File: src/rtl/mem_port_arbiter.sv
// mem_port_arbiter
//   Two-requester round-robin arbiter and sequencer in front of one
//   single-port memory with a 1-cycle registered read. Each accepted command
//   is registered onto mem_we/mem_addr/mem_din; the memory samples it on the
//   following edge. The matching response strobe fires the cycle after that,
//   with rsp_rdata taken straight from mem_dout.
//
//   Optional feature macro: MEM_ARB_INIT_EN
//     When defined, after reset the block sweeps zeros into every address
//     (one write per cycle) before accepting commands; init_busy is high
//     during the sweep. When undefined, init_busy is tied 0.
//
// Ports
//   clk, rst                        clock (rising), async active-high reset
//   a_valid/a_ready/a_we/a_addr/a_wdata   requester A command handshake
//   b_valid/b_ready/b_we/b_addr/b_wdata   requester B command handshake
//   a_rsp_valid, b_rsp_valid        1-cycle response strobes
//   rsp_rdata                       shared response data (= mem_dout)
//   mem_we, mem_addr, mem_din       registered command to the memory
//   mem_dout                        read data from the memory
//   init_busy                       init sweep in progress
module mem_port_arbiter #(
  parameter int DATA_WIDTH = 8,
  parameter int ADDR_WIDTH = 4
) (
  input  logic                  clk,
  input  logic                  rst,
  input  logic                  a_valid,
  output logic                  a_ready,
  input  logic                  a_we,
  input  logic [ADDR_WIDTH-1:0] a_addr,
  input  logic [DATA_WIDTH-1:0] a_wdata,
  output logic                  a_rsp_valid,
  input  logic                  b_valid,
  output logic                  b_ready,
  input  logic                  b_we,
  input  logic [ADDR_WIDTH-1:0] b_addr,
  input  logic [DATA_WIDTH-1:0] b_wdata,
  output logic                  b_rsp_valid,
  output logic [DATA_WIDTH-1:0] rsp_rdata,
  output logic                  mem_we,
  output logic [ADDR_WIDTH-1:0] mem_addr,
  output logic [DATA_WIDTH-1:0] mem_din,
  input  logic [DATA_WIDTH-1:0] mem_dout,
  output logic                  init_busy
);

  logic       run;
  logic       last_grant_b;  // 1 = B won the most recent handshake
  logic       grant_a, grant_b;
  // Response tag: stage 0 follows the command register, stage 1 follows the
  // memory's output register. id = 1 routes the strobe to B.
  logic [1:0] vld_pipe;
  logic [1:0] id_pipe;

`ifdef MEM_ARB_INIT_EN
  typedef enum logic [0:0] {S_INIT, S_RUN} state_t;
  state_t                state;
  logic [ADDR_WIDTH-1:0] init_cnt;

  assign run       = (state == S_RUN);
  assign init_busy = (state == S_INIT);
`else
  assign run       = 1'b1;
  assign init_busy = 1'b0;
`endif

  // rst gates the grants so ready reads 0 while reset is held.
  assign grant_a = run & ~rst & a_valid & (~b_valid | last_grant_b);
  assign grant_b = run & ~rst & b_valid & ~grant_a;
  assign a_ready = grant_a;
  assign b_ready = grant_b;

  assign a_rsp_valid = vld_pipe[1] & ~id_pipe[1];
  assign b_rsp_valid = vld_pipe[1] &  id_pipe[1];
  assign rsp_rdata   = mem_dout;

  always_ff @(posedge clk or posedge rst) begin
    if (rst) begin
      mem_we       <= 1'b0;
      mem_addr     <= '0;
      mem_din      <= '0;
      vld_pipe     <= '0;
      id_pipe      <= '0;
      last_grant_b <= 1'b1;
`ifdef MEM_ARB_INIT_EN
      state        <= S_INIT;
      init_cnt     <= '0;
`endif
    end else begin
      vld_pipe <= {vld_pipe[0], grant_a | grant_b};
      id_pipe  <= {id_pipe[0], grant_b};
      if (grant_a | grant_b) last_grant_b <= grant_b;
`ifdef MEM_ARB_INIT_EN
      if (state == S_INIT) begin
        mem_we   <= 1'b1;
        mem_addr <= init_cnt;
        mem_din  <= '0;
        init_cnt <= init_cnt + 1'b1;
        // Leave on the edge that issues the last address so commands can
        // follow the final sweep write with no bubble.
        if (&init_cnt) state <= S_RUN;
      end else
`endif
      if (grant_a) begin
        mem_we   <= a_we;
        mem_addr <= a_addr;
        mem_din  <= a_wdata;
      end else if (grant_b) begin
        mem_we   <= b_we;
        mem_addr <= b_addr;
        mem_din  <= b_wdata;
      end else begin
        mem_we   <= 1'b0;
      end
    end
  end

endmodule

File: config.mk
export PLATFORM = sky130hd
export DESIGN_NAME = mem_port_arbiter
export DESIGN_NICKNAME = d
export VERILOG_FILES = /design/src/rtl/mem_port_arbiter.sv
export SDC_FILE = /design/constraint.sdc
export NUM_CORES = 1
export LEC_CHECK = 0
export ABC_CLOCK_PERIOD_IN_PS = 1190
export CORE_MARGIN = 2
export CORE_UTILIZATION = 31
export CTS_CLUSTER_DIAMETER = 100
export DETAILED_ROUTE_END_ITERATION = 12
export PLACE_DENSITY = 0.79
export SKIP_LAST_GASP = 1
export SLEW_MARGIN = 20
export SYNTH_ARGS = -nofsm -noshare
export SYNTH_HDL_FRONTEND = slang
export SYNTH_SLANG_ARGS = --single-unit
export TNS_END_PERCENT = 5
File: constraint.sdc
create_clock -name clk -period 1.19 [get_ports clk]
set_clock_uncertainty 0.05 [all_clocks]
set_input_delay 0.119 -clock clk [delete_from_list [all_inputs] [get_ports clk]]
set_output_delay 0.119 -clock clk [all_outputs]
set_load 0.005 [all_outputs]
Word level (Yosys, flattened, before mapping)
Index checks and enable logic that the tools add are counted.
{"block": "word_totals", "register_bits": 18, "latch_bits": 0, "ramBits": 0, "mem_bits_ro": 0, "inputBits": 38, "output_inout_bits": 26, "memories": 0}
{"block": "classes", "add_sub_neg": 0, "multipliers": 0, "div_mod_pow": 0, "magnitude_cmp": 0, "eq_ne": 0, "shifts": 0, "n_mux": 6, "n_bitwise": 12, "n_reduce_logical": 1}
{"op": "two-way mux 8 bit", "count": 2}
{"op": "two-way mux 4 bit", "count": 2}
{"op": "AND 1 bit", "count": 6}
{"op": "inverter 1 bit", "count": 4}
{"op": "two-way mux 1 bit", "count": 2}
{"op": "bitwise OR 1 bit", "count": 2}
{"op": "nonzero test 2 bit", "count": 1}

Logic depth before layout (Yosys ltp)
Gate-level depths: netlist (run 1).
{"block": "logic_depth", "word_depth": 7, "ltp_mapped": 5, "depth_no_buf": 3}

Worst setup path after synthesis (run 1)
Ideal clock, no wire load.
{"block": "synth_timing", "path_type": "reg-to-reg", "startpoint": "reg last_grant_b", "endpoint": "reg mem_addr[0]", "setup_time_ns": 0.130, "t_arrival_ns": 1.080, "path_slack_ns": -0.069, "path_stages_with_launch": 5, "period_less_slack_ns": 1.259, "cell_sequence": "dfstp_2 -> and2b_1 -> buf_4 -> o21ai_0 -> a31oi_1"}
{"block": "synth_via", "elab_chain_len": 5, "word_cells_on_any_way": 6, "classes_between": "mux (1); bitwise (4); reduce/logical (1)"}
{"item": "start, declared", "line_no": "49", "source": "logic last_grant_b;"}
{"item": "start signal, assigned", "line_no": "93", "source": "if (grant_a | grant_b) last_grant_b <= grant_b;"}
{"item": "bitwise OR 1 bit (*)", "line_no": "69", "source": "assign grant_a = run & ~rst & a_valid & (~b_valid | last_grant_b);"}
{"item": "AND 1 bit (*)", "line_no": "69"}
{"item": "inverter 1 bit", "line_no": "70", "source": "assign grant_b = run & ~rst & b_valid & ~grant_a;"}
{"item": "AND 1 bit", "line_no": "70"}
{"item": "nonzero test 2 bit (no source line)"}
{"item": "end signal, assigned", "line_no": "107", "source": "mem_addr <= a_addr;"}
{"item": "end signal, assigned", "line_no": "111", "source": "mem_addr <= b_addr;"}
{"item": "end, declared", "line_no": "42", "source": "output logic [ADDR_WIDTH-1:0] mem_addr,"}
Mark *: on every way between the ends. The rest lies on a longest branch, timed or not.
A chain may end at the register's enable or synchronous reset.

Worst setup path in the final report (run 1)
{"block": "layout_timing", "startpoint": "reg last_grant_b", "endpoint": "out a_ready"}
{"block": "layout_via", "elab_chain_len": 2}
{"item": "bitwise OR 1 bit", "line_no": "69"}
{"item": "AND 1 bit", "line_no": "69"}
{"item": "end, declared", "line_no": "29", "source": "output logic a_ready,"}
Every way passes these cells.

==> impl_metrics.json, run 1 <==
{
  "status": "finished with violations",
  "violations": "negative setup slack",
  "firstDrtPassIters": 3,
  "place_inst": 174,
  "antenna_found_initial": 0,
  "wl_met2_um": 1280,
  "gr-usage-all-layers_pct": 15.2,
  "cp-start-kind": "flop",
  "synthAdderAreaFrac_pct": 0,
  "cp.arrival_ns": 1.37,
  "grt_pass1_wl_um": 3900,
  "routedWlPerCell_um": 13.3,
  "diodes": 0,
  "dpl_cell_area_sq_um": 1420,
  "wl_met3_um": 157,
  "ys_warn_count": 0,
  "io_buffers": 46,
  "synth_top_family_by_area": "simple AND/OR/NAND/NOR gates",
  "cts_root_buffer": "clkbuf_4",
  "crit_fanout": 2,
  "slowest_stage": "dfstp_2",
  "worst_slack_ns": -0.349,
  "pwr_density_cell_nw_per_um2": 1060,
  "synth_xor_area_share_pct": 0,
  "grt_pass1_vias": 843,
  "layout.nets": 187,
  "design.core.area_sq_um": 2760,
  "wl_met1_um": 928,
  "syn_to_final_growth_pct": 60.6,
  "max_freq_mhz": 650,
  "yosys.area_share.simple_pct": 18.5,
  "grt_max_degree": 21,
  "synth-compound-area-share_pct": 17.4,
  "cts_hold_buf": 0,
  "r2r_start": "last_grant_b",
  "max_cap_violations": 0,
  "hold_class": "in2async",
  "drv_slew": 0,
  "crit_chain": "and2b_1 > nor2_2 > buf_4 > buf_6",
  "cts_buffer_depth": 2,
  "synth_top_area_cell": "dfrtp_1",
  "htree_levels": 1,
  "die_h_um": 58.0,
  "insertion_delay_ns": 0.28,
  "synth.distinct_cells": 20,
  "vdd_drop_max_mv": 0.762,
  "max_stage_delay_ns": 0.54,
  "cts.sinks": 18,
  "top_layer": "met4",
  "start_util_pct": 32.8,
  "final_util_pct": 52.7,
  "final_cell_count_no_fill": 179,
  "avgSynthCellArea_sq_um": 9.14,
  "r2r_slack_ns": -0.18,
  "setup_violations": 31,
  "final.period_utilization_pct": 129,
  "ys_ff_latch": 18,
  "grt_overflow_total": 0,
  "final_common_cell": "clkdlybuf4s50_1",
  "via_per_inst": 4.80,
  "die-area_sq_um": 3370,
  "worst_ep_required_time_ns": 1.02,
  "postSynthCellCount": 99,
  "hold_violations": 0,
  "r2r_end": "mem_addr[2]",
  "cts-buffers-inserted": 3,
  "cellLeakagePower_uw": 0.000604,
  "core.rowCount": 19,
  "netlist_area_sq_um": 905,
  "final_cell_mix": "clkdlybuf4s50_1, dfrtp_1, nand3_1, buf_4",
  "layout-drive-gt1-share_pct": 16.2,
  "vias": 859,
  "fin_area_sq_um": 1450,
  "cts_tree": "done",
  "worst-setup-path-type": "reg2out",
  "clk_pin_slew_ns": 0.10,
  "min_period_ns": 1.54,
  "synthTopCellsByArea": "dfrtp_1, buf_4, a31oi_1",
  "dp_hpwl_um": 1820,
  "synth_nets": 137,
  "die_w_um": 58.0,
  "synth_top_area_share_pct": 47.0,
  "ioPinCount": 64,
  "wirelength_um": 2370,
  "drc": 0,
  "ys_seq_area_share_pct": 49.9,
  "r2r_cells": 5,
  "drt_iter0_drc": 15,
  "ant_nets": 0,
  "rsz0062_at_grt": "yes",
  "end_kind": "output port",
  "gp_congestion": 0.722,
  "synth_mux_area_share_pct": 0
}
area by class of cell:
type	instances	area [sq um]
Fill cell	259	1310
Timing Repair Buffer	61	594
Sequential cell	18	452
Multi-Input combinational cell	63	334
Tap cell	31	38.8
Clock buffer	4	26.3
Inverter	2	7.51
logic make-up (layout without fill, tap and decap cells):
family | Yosys count | in the layout
simple gates | 35 | 35
compound gates | 27 | 27
buf+inv | 18 | 67
other cells | 1 | 1
flops | 18 | 18
worst max-delay path by stage:
stage / cells after the start / endpoint / start
floorplan: 4 / mem_addr[0] / last_grant_b
global placement: 5 / a_ready / rst
detailed placement: 5 / a_ready / rst
CTS: 4 / a_ready / last_grant_b
global route: 4 / a_ready / last_grant_b
finish: 4 / a_ready / last_grant_b
Yosys cell counts, drive strengths merged:
library cell / instances
o31ai: 1
dfrtp: 17
and2b: 2
and2: 1
buf: 16
nand3: 13
o21ai: 13
nand2b: 2
dfstp: 1
a31oi: 12
nor2b: 1
nand2: 2
conb: 1
nor2: 14
o21ba: 1
inv: 2
metal layers:
metal / track usage [%] / up-vias
li1: - / 429
met1: 16.8 / 397
met2: 28.4 / 31
met3: 3.79 / 2
met4: 4.32 / 0
met5: 0 / -
metrics by stage:
step	setup slack (ns)	hold WS, ns	TNS [ns]	power (uW)
floorplan	-0.0247	0.0150	-0.244	946
global placement	-0.490	0.188	-3.70	1230
detailed placement	-0.514	0.188	-4.20	1240
CTS	-0.355	0.188	-4.96	1560
global route	-0.423	0.188	-6.98	1640
finish	-0.349	0.184	-4.63	1540
sequential cells by signal, summed over array words and instances (netlist names):
register      count
mem_din           8
mem_addr          4
id_pipe           2
vld_pipe          2
last_grant_b      1
mem_we            1
worst max-delay path, delay by kind of cell (launching register included):
kind	cells	cell delay (ns)
flip-flops	1	0.54
AND/OR/NAND/NOR	2	0.34
buffers and inverters	2	0.22
power breakdown:
group	internal (uW)	total [uW]	switching [uW]
clock	130	306	176
sequential	690	727	36.7
combinational	315	504	189
repair_timing:
item,4_1_cts,5_1_grt
setup endpoints to repair,31,31
setup buffers,1,0
cloned,0,0
gates resized for setup,11,0
pin swaps,2,1
No activity file was read; power rests on OpenSTA's default activity.
==> inputs of run 2 (changes only) <==
Settings changed: ABC_CLOCK_PERIOD_IN_PS 1190 to 1200.
Clock period 1.19 ns to 1.2 ns, I/O delays scaled along.
==> results of run 2 <==
The final DEF is identical to that of run 1. Status: finished with violations: negative setup slack.
Main changes from that run: setup slack after placement -0.514 ns -> -0.506 ns; setup slack after layout -0.349 ns -> -0.340 ns; setup TNS -4.63 ns -> -4.35 ns; hold slack 0.184 ns -> 0.185 ns; number of setup violations in the final report 31 -> 30; register-to-register setup slack -0.18 ns -> -0.17 ns; total power 1540 uW -> 1520 uW; worst IR drop on VDD 0.762 mV -> 0.756 mV
